<file path="src/rtl/wbu_if.sv">
// Write-back stage bus: upstream packet handshake, fetch-side next-PC handshake,
// and the register-file / CSR / trap write ports.
interface wbu_if #(
    parameter int CPU_WIDTH = 32
);
    logic                 i_pre_valid;
    logic                 o_pre_ready;
    logic                 o_post_valid;
    logic                 i_post_ready;

    logic [CPU_WIDTH-1:0] i_wbu_pc;
    logic [CPU_WIDTH-1:0] i_wbu_imm;
    logic [CPU_WIDTH-1:0] i_wbu_rs1;
    logic                 i_wbu_is_jal;
    logic                 i_wbu_is_jalr;
    logic                 i_wbu_brch;
    logic [CPU_WIDTH-1:0] i_wbu_csr_npc;
    logic                 i_wbu_is_ejump;
    logic                 i_wbu_is_ecall;
    logic [CPU_WIDTH-1:0] i_wbu_rd;
    logic [4:0]           i_wbu_rd_id;
    logic                 i_wbu_gpr_wen;
    logic                 i_wbu_csr_wen;
    logic [11:0]          i_wbu_csr_wid;
    logic [CPU_WIDTH-1:0] i_wbu_csr_rd;

    logic                 o_gpr_wen;
    logic [4:0]           o_gpr_waddr;
    logic [CPU_WIDTH-1:0] o_gpr_wdata;
    logic                 o_csr_wen;
    logic [11:0]          o_csr_waddr;
    logic [CPU_WIDTH-1:0] o_csr_wdata;
    logic                 o_trap_wen;
    logic [CPU_WIDTH-1:0] o_mepc;
    logic [CPU_WIDTH-1:0] o_mcause;
    logic [CPU_WIDTH-1:0] o_npc;
    logic [63:0]          o_instret;

    modport slave (
        input  i_pre_valid, i_post_ready,
        input  i_wbu_pc, i_wbu_imm, i_wbu_rs1, i_wbu_is_jal, i_wbu_is_jalr,
        input  i_wbu_brch, i_wbu_csr_npc, i_wbu_is_ejump, i_wbu_is_ecall,
        input  i_wbu_rd, i_wbu_rd_id, i_wbu_gpr_wen, i_wbu_csr_wen,
        input  i_wbu_csr_wid, i_wbu_csr_rd,
        output o_pre_ready, o_post_valid,
        output o_gpr_wen, o_gpr_waddr, o_gpr_wdata,
        output o_csr_wen, o_csr_waddr, o_csr_wdata,
        output o_trap_wen, o_mepc, o_mcause, o_npc, o_instret
    );

    modport master (
        output i_pre_valid, i_post_ready,
        output i_wbu_pc, i_wbu_imm, i_wbu_rs1, i_wbu_is_jal, i_wbu_is_jalr,
        output i_wbu_brch, i_wbu_csr_npc, i_wbu_is_ejump, i_wbu_is_ecall,
        output i_wbu_rd, i_wbu_rd_id, i_wbu_gpr_wen, i_wbu_csr_wen,
        output i_wbu_csr_wid, i_wbu_csr_rd,
        input  o_pre_ready, o_post_valid,
        input  o_gpr_wen, o_gpr_waddr, o_gpr_wdata,
        input  o_csr_wen, o_csr_waddr, o_csr_wdata,
        input  o_trap_wen, o_mepc, o_mcause, o_npc, o_instret
    );
endinterface

</file>
<file path="src/rtl/wbu.sv">
// Write-back/commit: GPR/CSR/trap writes, next-PC selection, retire counter.
// Latency 1 cycle from accept to writes; stalls in HOLD (writes not repeated) until fetch takes o_npc.
module wbu #(
    parameter int                   CPU_WIDTH   = 32,
    parameter logic [CPU_WIDTH-1:0] RESET_PC    = 32'h8000_0000,
    parameter logic [CPU_WIDTH-1:0] ECALL_CAUSE = 32'd11
) (
    input logic   clk,
    input logic   rst,
    wbu_if.slave  bus
);
    localparam logic [1:0] IDLE   = 2'd0;
    localparam logic [1:0] COMMIT = 2'd1;
    localparam logic [1:0] HOLD   = 2'd2;

    typedef struct packed {
        logic [CPU_WIDTH-1:0] pc;
        logic [CPU_WIDTH-1:0] rd;
        logic [4:0]           rd_id;
        logic                 gpr_wen;
        logic                 csr_wen;
        logic [11:0]          csr_wid;
        logic [CPU_WIDTH-1:0] csr_rd;
        logic                 is_ecall;
    } pkt_t;

    logic [1:0]           state_q, state_d;
    pkt_t                 pkt_q, pkt_d;
    logic [CPU_WIDTH-1:0] npc_q, npc_d;
    logic [63:0]          instret_q, instret_d;

    logic                 pre_ready;
    logic                 post_valid;
    logic                 accept;
    logic                 retire;
    logic                 in_commit;
    logic [CPU_WIDTH-1:0] pc_imm;
    logic [CPU_WIDTH-1:0] rs1_imm;
    logic [CPU_WIDTH-1:0] next_pc;

    assign pre_ready  = (state_q == IDLE) && rst;
    assign post_valid = (state_q == COMMIT) || (state_q == HOLD);
    assign in_commit  = (state_q == COMMIT);
    assign accept     = pre_ready && bus.i_pre_valid;
    assign retire     = post_valid && bus.i_post_ready;

    assign pc_imm  = bus.i_wbu_pc + bus.i_wbu_imm;
    assign rs1_imm = bus.i_wbu_rs1 + bus.i_wbu_imm;

    always_comb begin
        next_pc = bus.i_wbu_pc + CPU_WIDTH'(4);
        if (bus.i_wbu_is_ejump) begin
            next_pc = bus.i_wbu_csr_npc;
        end else if (bus.i_wbu_is_jal) begin
            next_pc = pc_imm;
        end else if (bus.i_wbu_is_jalr) begin
            next_pc = rs1_imm & ~CPU_WIDTH'(1);
        end else if (bus.i_wbu_brch) begin
            next_pc = pc_imm;
        end
    end

    always_comb begin
        state_d   = state_q;
        pkt_d     = pkt_q;
        npc_d     = npc_q;
        instret_d = instret_q;

        case (state_q)
            IDLE:    if (bus.i_pre_valid) state_d = COMMIT;
            COMMIT:  state_d = bus.i_post_ready ? IDLE : HOLD;
            HOLD:    if (bus.i_post_ready) state_d = IDLE;
            default: state_d = IDLE;
        endcase

        if (accept) begin
            pkt_d.pc       = bus.i_wbu_pc;
            pkt_d.rd       = bus.i_wbu_rd;
            pkt_d.rd_id    = bus.i_wbu_rd_id;
            pkt_d.gpr_wen  = bus.i_wbu_gpr_wen;
            pkt_d.csr_wen  = bus.i_wbu_csr_wen;
            pkt_d.csr_wid  = bus.i_wbu_csr_wid;
            pkt_d.csr_rd   = bus.i_wbu_csr_rd;
            pkt_d.is_ecall = bus.i_wbu_is_ecall;
            npc_d          = next_pc;
        end

        if (retire) begin
            instret_d = instret_q + 64'd1;
        end
    end

    always_ff @(posedge clk or negedge rst) begin
        if (!rst) begin
            state_q   <= IDLE;
            pkt_q     <= '0;
            npc_q     <= RESET_PC;
            instret_q <= '0;
        end else begin
            state_q   <= state_d;
            pkt_q     <= pkt_d;
            npc_q     <= npc_d;
            instret_q <= instret_d;
        end
    end

    assign bus.o_pre_ready  = pre_ready;
    assign bus.o_post_valid = post_valid;

    // Enables qualify on COMMIT only, so a stall in HOLD never replays a write.
    assign bus.o_gpr_wen   = in_commit && pkt_q.gpr_wen && (pkt_q.rd_id != 5'd0);
    assign bus.o_gpr_waddr = pkt_q.rd_id;
    assign bus.o_gpr_wdata = pkt_q.rd;

    assign bus.o_csr_wen   = in_commit && pkt_q.csr_wen;
    assign bus.o_csr_waddr = pkt_q.csr_wid;
    assign bus.o_csr_wdata = pkt_q.csr_rd;

    assign bus.o_trap_wen  = in_commit && pkt_q.is_ecall;
    assign bus.o_mepc      = bus.o_trap_wen ? pkt_q.pc : '0;
    assign bus.o_mcause    = bus.o_trap_wen ? ECALL_CAUSE : '0;

    assign bus.o_npc       = npc_q;
    assign bus.o_instret   = instret_q;
endmodule

</file>
<file path="src/flat_wrapper.sv">
// flat-port wrapper written by rule: the top's interface ports become plain ports
module wbu_flat 
#(
    parameter int                   CPU_WIDTH   = 32,
    parameter logic [CPU_WIDTH-1:0] RESET_PC    = 32'h8000_0000,
    parameter logic [CPU_WIDTH-1:0] ECALL_CAUSE = 32'd11
)
  (clk, rst, bus_i_pre_valid, bus_i_post_ready, bus_i_wbu_pc, bus_i_wbu_imm, bus_i_wbu_rs1, bus_i_wbu_is_jal, bus_i_wbu_is_jalr, bus_i_wbu_brch, bus_i_wbu_csr_npc, bus_i_wbu_is_ejump, bus_i_wbu_is_ecall, bus_i_wbu_rd, bus_i_wbu_rd_id, bus_i_wbu_gpr_wen, bus_i_wbu_csr_wen, bus_i_wbu_csr_wid, bus_i_wbu_csr_rd, bus_o_pre_ready, bus_o_post_valid, bus_o_gpr_wen, bus_o_gpr_waddr, bus_o_gpr_wdata, bus_o_csr_wen, bus_o_csr_waddr, bus_o_csr_wdata, bus_o_trap_wen, bus_o_mepc, bus_o_mcause, bus_o_npc, bus_o_instret);
  wbu_if #(.CPU_WIDTH(CPU_WIDTH)) bus_i ();
  input logic clk;
  input logic rst;
  input wire logic [$bits(bus_i.i_pre_valid)-1:0] bus_i_pre_valid;
  input wire logic [$bits(bus_i.i_post_ready)-1:0] bus_i_post_ready;
  input wire logic [$bits(bus_i.i_wbu_pc)-1:0] bus_i_wbu_pc;
  input wire logic [$bits(bus_i.i_wbu_imm)-1:0] bus_i_wbu_imm;
  input wire logic [$bits(bus_i.i_wbu_rs1)-1:0] bus_i_wbu_rs1;
  input wire logic [$bits(bus_i.i_wbu_is_jal)-1:0] bus_i_wbu_is_jal;
  input wire logic [$bits(bus_i.i_wbu_is_jalr)-1:0] bus_i_wbu_is_jalr;
  input wire logic [$bits(bus_i.i_wbu_brch)-1:0] bus_i_wbu_brch;
  input wire logic [$bits(bus_i.i_wbu_csr_npc)-1:0] bus_i_wbu_csr_npc;
  input wire logic [$bits(bus_i.i_wbu_is_ejump)-1:0] bus_i_wbu_is_ejump;
  input wire logic [$bits(bus_i.i_wbu_is_ecall)-1:0] bus_i_wbu_is_ecall;
  input wire logic [$bits(bus_i.i_wbu_rd)-1:0] bus_i_wbu_rd;
  input wire logic [$bits(bus_i.i_wbu_rd_id)-1:0] bus_i_wbu_rd_id;
  input wire logic [$bits(bus_i.i_wbu_gpr_wen)-1:0] bus_i_wbu_gpr_wen;
  input wire logic [$bits(bus_i.i_wbu_csr_wen)-1:0] bus_i_wbu_csr_wen;
  input wire logic [$bits(bus_i.i_wbu_csr_wid)-1:0] bus_i_wbu_csr_wid;
  input wire logic [$bits(bus_i.i_wbu_csr_rd)-1:0] bus_i_wbu_csr_rd;
  output wire logic [$bits(bus_i.o_pre_ready)-1:0] bus_o_pre_ready;
  output wire logic [$bits(bus_i.o_post_valid)-1:0] bus_o_post_valid;
  output wire logic [$bits(bus_i.o_gpr_wen)-1:0] bus_o_gpr_wen;
  output wire logic [$bits(bus_i.o_gpr_waddr)-1:0] bus_o_gpr_waddr;
  output wire logic [$bits(bus_i.o_gpr_wdata)-1:0] bus_o_gpr_wdata;
  output wire logic [$bits(bus_i.o_csr_wen)-1:0] bus_o_csr_wen;
  output wire logic [$bits(bus_i.o_csr_waddr)-1:0] bus_o_csr_waddr;
  output wire logic [$bits(bus_i.o_csr_wdata)-1:0] bus_o_csr_wdata;
  output wire logic [$bits(bus_i.o_trap_wen)-1:0] bus_o_trap_wen;
  output wire logic [$bits(bus_i.o_mepc)-1:0] bus_o_mepc;
  output wire logic [$bits(bus_i.o_mcause)-1:0] bus_o_mcause;
  output wire logic [$bits(bus_i.o_npc)-1:0] bus_o_npc;
  output wire logic [$bits(bus_i.o_instret)-1:0] bus_o_instret;
  assign bus_i.i_pre_valid = bus_i_pre_valid;
  assign bus_i.i_post_ready = bus_i_post_ready;
  assign bus_i.i_wbu_pc = bus_i_wbu_pc;
  assign bus_i.i_wbu_imm = bus_i_wbu_imm;
  assign bus_i.i_wbu_rs1 = bus_i_wbu_rs1;
  assign bus_i.i_wbu_is_jal = bus_i_wbu_is_jal;
  assign bus_i.i_wbu_is_jalr = bus_i_wbu_is_jalr;
  assign bus_i.i_wbu_brch = bus_i_wbu_brch;
  assign bus_i.i_wbu_csr_npc = bus_i_wbu_csr_npc;
  assign bus_i.i_wbu_is_ejump = bus_i_wbu_is_ejump;
  assign bus_i.i_wbu_is_ecall = bus_i_wbu_is_ecall;
  assign bus_i.i_wbu_rd = bus_i_wbu_rd;
  assign bus_i.i_wbu_rd_id = bus_i_wbu_rd_id;
  assign bus_i.i_wbu_gpr_wen = bus_i_wbu_gpr_wen;
  assign bus_i.i_wbu_csr_wen = bus_i_wbu_csr_wen;
  assign bus_i.i_wbu_csr_wid = bus_i_wbu_csr_wid;
  assign bus_i.i_wbu_csr_rd = bus_i_wbu_csr_rd;
  assign bus_o_pre_ready = bus_i.o_pre_ready;
  assign bus_o_post_valid = bus_i.o_post_valid;
  assign bus_o_gpr_wen = bus_i.o_gpr_wen;
  assign bus_o_gpr_waddr = bus_i.o_gpr_waddr;
  assign bus_o_gpr_wdata = bus_i.o_gpr_wdata;
  assign bus_o_csr_wen = bus_i.o_csr_wen;
  assign bus_o_csr_waddr = bus_i.o_csr_waddr;
  assign bus_o_csr_wdata = bus_i.o_csr_wdata;
  assign bus_o_trap_wen = bus_i.o_trap_wen;
  assign bus_o_mepc = bus_i.o_mepc;
  assign bus_o_mcause = bus_i.o_mcause;
  assign bus_o_npc = bus_i.o_npc;
  assign bus_o_instret = bus_i.o_instret;
  wbu #(.CPU_WIDTH(CPU_WIDTH), .RESET_PC(RESET_PC), .ECALL_CAUSE(ECALL_CAUSE)) u_core (.clk(clk), .rst(rst), .bus(bus_i));
endmodule
</file>
<file path="config.mk">
export PLATFORM = sky130hd
export DESIGN_NAME = wbu_flat
export DESIGN_NICKNAME = d
export VERILOG_FILES = /design/src/rtl/wbu_if.sv /design/src/rtl/wbu.sv /design/src/flat_wrapper.sv
export SDC_FILE = /design/constraint.sdc
export NUM_CORES = 1
export LEC_CHECK = 0
export ABC_AREA = 1
export CORE_UTILIZATION = 40
export DETAILED_ROUTE_END_ITERATION = 10
export PLACE_DENSITY = 0.76
export SETUP_SLACK_MARGIN = 0.5
export SYNTH_ARGS = -nofsm -noshare
export SYNTH_HDL_FRONTEND = slang
export SYNTH_SLANG_ARGS = --single-unit
</file>
<file path="constraint.sdc">
create_clock -name clk -period 4.45 [get_ports clk]
set_input_delay 0.89 -clock clk [delete_from_list [all_inputs] [get_ports clk]]
set_output_delay 0.89 -clock clk [all_outputs]
set_load 0.02 [all_outputs]
</file>
==> tab_implementation.tex <==
\begin{tabular}{lr}
\hline
Metric & Value \\
\hline
\multicolumn{2}{l}{\textbf{Status}} \\
Run status & finished, final reports clean \\
\multicolumn{2}{l}{\textbf{Placed design}} \\
Placement Setup Slack & 0.774 ns \\
Detailed placement HPWL & 48800 microns \\
Port-buffer cells & 436 \\
Routability cong. & 1.04 \\
\multicolumn{2}{l}{\textbf{Synth}} \\
Synthesized area per cell & 6.77 sq um \\
Syn. warnings & 0 \\
Post-synth top cells & 821 x sky130\_fd\_sc\_hd\_\_nand2\_1, 249 x sky130\_fd\_sc\_hd\_\_inv\_1, 224 x sky130\_fd\_sc\_hd\_\_nor2\_1 \\
Library cells used by synthesis & between 50 and 60 \\
EDFF count, synth & 0 \\
Flop and latch count out of synthesis & around 210 \\
Most instantiated library cell after synthesis & sky130\_fd\_sc\_hd\_\_nand2\_1 \\
Share of the synthesized area in the top cell type & 0.334 \\
Share of synthesized area occupied by flip-flops and latches & 0.336 \\
Netlist Area Pre-Place & about 16000 sq um \\
Ys flop type & sky130\_fd\_sc\_hd\_\_dfrtp\_1 \\
Area contributors post-synth & sky130\_fd\_sc\_hd\_\_dfrtp\_1 33\%, sky130\_fd\_sc\_hd\_\_nand2\_1 19\%, sky130\_fd\_sc\_hd\_\_inv\_1 5.9\%, sky130\_fd\_sc\_hd\_\_buf\_4 5.3\%, sky130\_fd\_sc\_hd\_\_nor2\_1 5.3\% \\
Mapped Cells & 2354 \\
Async S/R FF share, synth & 1.00 \\
Cell taking the most area after synthesis & sky130\_fd\_sc\_hd\_\_dfrtp\_1 \\
\multicolumn{2}{l}{\textbf{Route}} \\
ANT nets after route & 0 \\
Highest routed metal layer & met5 \\
First drt pass iteration count & 5 \\
Via count of the routed design & 16561 \\
Number of violations reported at the end of detailed-routing iteration 0 & between 1000 and 1500 \\
Wire length after detailed routing & 60200 microns \\
Total met3 wirelength after detailed routing & 4520 microns \\
Average routed wire per standard cell & roughly 19 microns \\
Via count normalized by instance count & 5.12 \\
Wire length on met2 & 27900 microns \\
Detailed-routing wirelength on met1 & 24800 microns \\
Drt drc & 0 \\
\multicolumn{2}{l}{\textbf{Final layout}} \\
Total area of sequential cells & 5360 sq um \\
Count of nets after finishing & 2987 \\
Fill cell total of the finished layout & approximately 3800 \\
Share of post-route cells with drive strength above 1 & 0.0449 \\
Combined area of the multi-input logic cells & 8710 sq um \\
Relative area change from synthesis to final layout & 31.9\% \\
\multicolumn{2}{l}{\textbf{Timing}} \\
Worst-Margin Slew & 1.09 ns \\
Total negative slack & 0 ns \\
Top achievable clock speed & around 0.27 GHz \\
RSZ-0062 raised after global routing & no \\
Count of final max-slew check failures & 0 \\
Fraction of the cycle the final worst path needs & 0.821 \\
Setup WS post-layout & 0.797 ns \\
Shortest period the worst path allows & 3.65 ns \\
Worst setup skew after layout & 0.0150 ns \\
Slew margin rel. & 0.272 \\
Setup violations, final & 0 \\
Endpoints failing hold & 0 \\
\multicolumn{2}{l}{\textbf{Worst setup path}} \\
Arrival @ worst endpoint & 2.76 ns \\
Worst path max stage delay & 0.66 ns \\
Worst setup path class & flip-flop to output pin \\
Delay-heaviest family, CP & buffers and inverters \\
Kind of end point of the critical path & output pin \\
Worst-path cell with the longest stage delay & sky130\_fd\_sc\_hd\_\_clkdlybuf4s50\_1 \\
Data required time of the worst path & approximately 3.6 ns \\
CP startpoint kind & flip-flop \\
Critical-path cell list & inv\_1, ha\_1, nand2\_2, nor2\_1, clkdlybuf4s50\_1 \\
Number of cells on the worst reg-to-reg path & 12 \\
End of the worst register-to-register path & u\_core.bus.o\_instret[61]\$\_DFFE\_PN0P\_ \\
Top fanout value on the critical path & 33 \\
R2r startpoint & u\_core.state\_q[1]\$\_DFFE\_PN0P\_ \\
Setup slack on the worst flop-to-flop path & 1.78 ns \\
WP buf/inv & 2 \\
\multicolumn{2}{l}{\textbf{Global route}} \\
Via count of the first global-routing pass & 16048 \\
Pin count of the biggest net entering global routing & 109 \\
Remaining global-route overflow & 0 \\
Global-route wire length before repair & 92200 microns \\
Number of antenna violations at the first check in global routing & 6 \\
Combined global-route utilization of all metal layers & 0.292 \\
\multicolumn{2}{l}{\textbf{Floorplan}} \\
Number of placed I/O pins & 466 \\
Die X & 202 microns \\
DIE AREA & around 40000 sq um \\
Cell row count & slightly above 70 \\
Core area & 39000 sq um \\
Die H & 202 microns \\
Starting utilization of the core area & 0.409 \\
\multicolumn{2}{l}{\textbf{Clocking}} \\
Reg clk slew, reported paths & 0.06 ns \\
Count of H-tree levels built during CTS & 1 \\
Number of buffers created by CTS & 25 \\
TritonCTS clock tree & built \\
Setup repair bufs after CTS & 0 \\
TritonCTS sink count & 214 \\
CTS root buffer & sky130\_fd\_sc\_hd\_\_clkbuf\_16 \\
Clock latency at the later pin of the worst-skew pair & 0.54 ns \\
Max Buffers Root-to-Sink & 3 \\
\multicolumn{2}{l}{\textbf{Pwr}} \\
Reported net switching power & roughly 0.0037 W \\
Leakage power & 10.4 nW \\
Total power density per cell area & 448 nW/um\^{}2 \\
Switching share of total power & 0.396 \\
VDD IR-drop max & 0.000285 V \\
Clock power frac & 0.223 \\
Fraction of power consumed by sequential logic & 0.322 \\
Comb pwr share & 0.454 \\
P\_int & 0.00569 W \\
\multicolumn{2}{l}{\textbf{Run}} \\
\# Max-Cap Violations & 0 \\
\multicolumn{2}{l}{\textbf{Worst hold path}} \\
Worst hold path class & primary input to async pin \\
\hline
\end{tabular}
-- stage by stage --
step	utilization	area (sq um)	instances	hold WS, ns	power, W
after floorplan	-	16000	2382	0.443	0.00571
after global placement	0.517	20200	3190	0.460	0.00726
after CTS	0.539	21000	3233	0.191	0.00950
after detailed placement	0.517	20200	3190	0.464	0.00734
final	0.539	21000	3237	0.205	0.00942
after global routing	0.539	21000	3237	0.200	0.00998
-- timing repair --
| action | in CTS | in global routing |
|---|---|---|
| endpoints found under the hold margin | 0 | 0 |
| hold buffers | 0 | 0 |
| resized for setup | 1 | 0 |
| endpoints found under the setup margin | 31 | 0 |
-- final cells by class --
cell class,instances,share of cell area
repair buffers,454,0.214
well taps,518,0.0308
clock inverters,8,0.00494
flip-flops and latches,214,0.255
clock buffers,35,0.0353
inverters,254,0.0454
multi-input cells,1750,0.414
diodes,4,0.000476
-- metal layers --
layer  GRT usage  up-vias
met5           0        -
met4       0.132        2
met3      0.0565      132
met2       0.483      701
met1       0.368     7718
li1            -     8008
-- worst max path at each step --
stage | start | slack [ns] | endpoint | cells after the start
after floorplan | bus_i_wbu_imm[0] | 1.76 | u_core.bus.o_npc[16]$_DFFE_PN0P_ | 12
after global placement | bus_i_wbu_imm[16] | 0.67 | u_core.bus.o_npc[24]$_DFFE_PN0P_ | 15
after detailed placement | bus_i_wbu_imm[1] | 0.77 | u_core.bus.o_npc[13]$_DFFE_PN0P_ | 15
after CTS | u_core.state_q[1]$_DFFE_PN0P_ | 0.71 | bus_o_mepc[10] | 5
after global routing | u_core.state_q[1]$_DFFE_PN0P_ | 0.61 | bus_o_mepc[10] | 5
final | u_core.state_q[1]$_DFFE_PN0P_ | 0.80 | bus_o_mepc[10] | 5
-- state kept, by name (all words and copies together) (netlist names) --
signal                  count
u_core.bus.o_gpr_wdata     32
u_core.bus.o_npc           32
u_core.bus.o_instret       64
u_core.bus.o_csr_wdata     32
u_core.pkt_q               35
u_core.bus.o_csr_waddr     12
u_core.bus.o_gpr_waddr      5
u_core.state_q              2
-- logic make-up after synthesis --
group,count (synthesis),share of synthesized area
mux,1,0.000706
other cells,1,0.000235
flops,214,0.336
xor+xnor,82,0.0451
simple gates,1332,0.359
buf+inv,418,0.125
compound gates,238,0.0801
fa+ha+maj,68,0.0543
-- layout by cell type (no fill, tap or decap), types with 3 or more instances in the layout --
master,n
sky130_fd_sc_hd__nand2_1,819
sky130_fd_sc_hd__clkdlybuf4s50_1,435
sky130_fd_sc_hd__inv_1,249
sky130_fd_sc_hd__nor2_1,224
sky130_fd_sc_hd__dfrtp_1,213
sky130_fd_sc_hd__nand3_1,124
sky130_fd_sc_hd__o21ai_0,109
sky130_fd_sc_hd__a21oi_1,96
sky130_fd_sc_hd__ha_1,66
sky130_fd_sc_hd__xor2_1,59
sky130_fd_sc_hd__nor3_1,49
sky130_fd_sc_hd__nand4_1,31
sky130_fd_sc_hd__conb_1,29
sky130_fd_sc_hd__clkbuf_16,25
sky130_fd_sc_hd__xnor2_1,23
sky130_fd_sc_hd__buf_4,18
sky130_fd_sc_hd__o21bai_1,12
sky130_fd_sc_hd__nor2_2,10
sky130_fd_sc_hd__or2_2,10
sky130_fd_sc_hd__nand3b_1,10
sky130_fd_sc_hd__nor2_4,8
sky130_fd_sc_hd__nor4_1,8
sky130_fd_sc_hd__clkbuf_8,8
sky130_fd_sc_hd__and2_1,7
sky130_fd_sc_hd__nand2_2,6
sky130_fd_sc_hd__nand2_4,6
sky130_fd_sc_hd__diode_2,4
sky130_fd_sc_hd__nand3_2,4
sky130_fd_sc_hd__nand4_2,3
sky130_fd_sc_hd__nor3_2,3
sky130_fd_sc_hd__clkinv_2,3
sky130_fd_sc_hd__o211ai_1,3
sky130_fd_sc_hd__o22ai_1,3
-- power groups by stage --
stage	Sequential [W]	Clock, W	Combinational [W]
6_report	0.00303	0.00210	0.00428
5_1_grt	0.00312	0.00224	0.00463
3_3_place_gp	0.00304	0	0.00423
4_1_cts	0.00303	0.00217	0.00430
3_5_place_dp	0.00305	0	0.00428
2_1_floorplan	0.00313	0	0.00257
(Power assumes the default switching activity.)
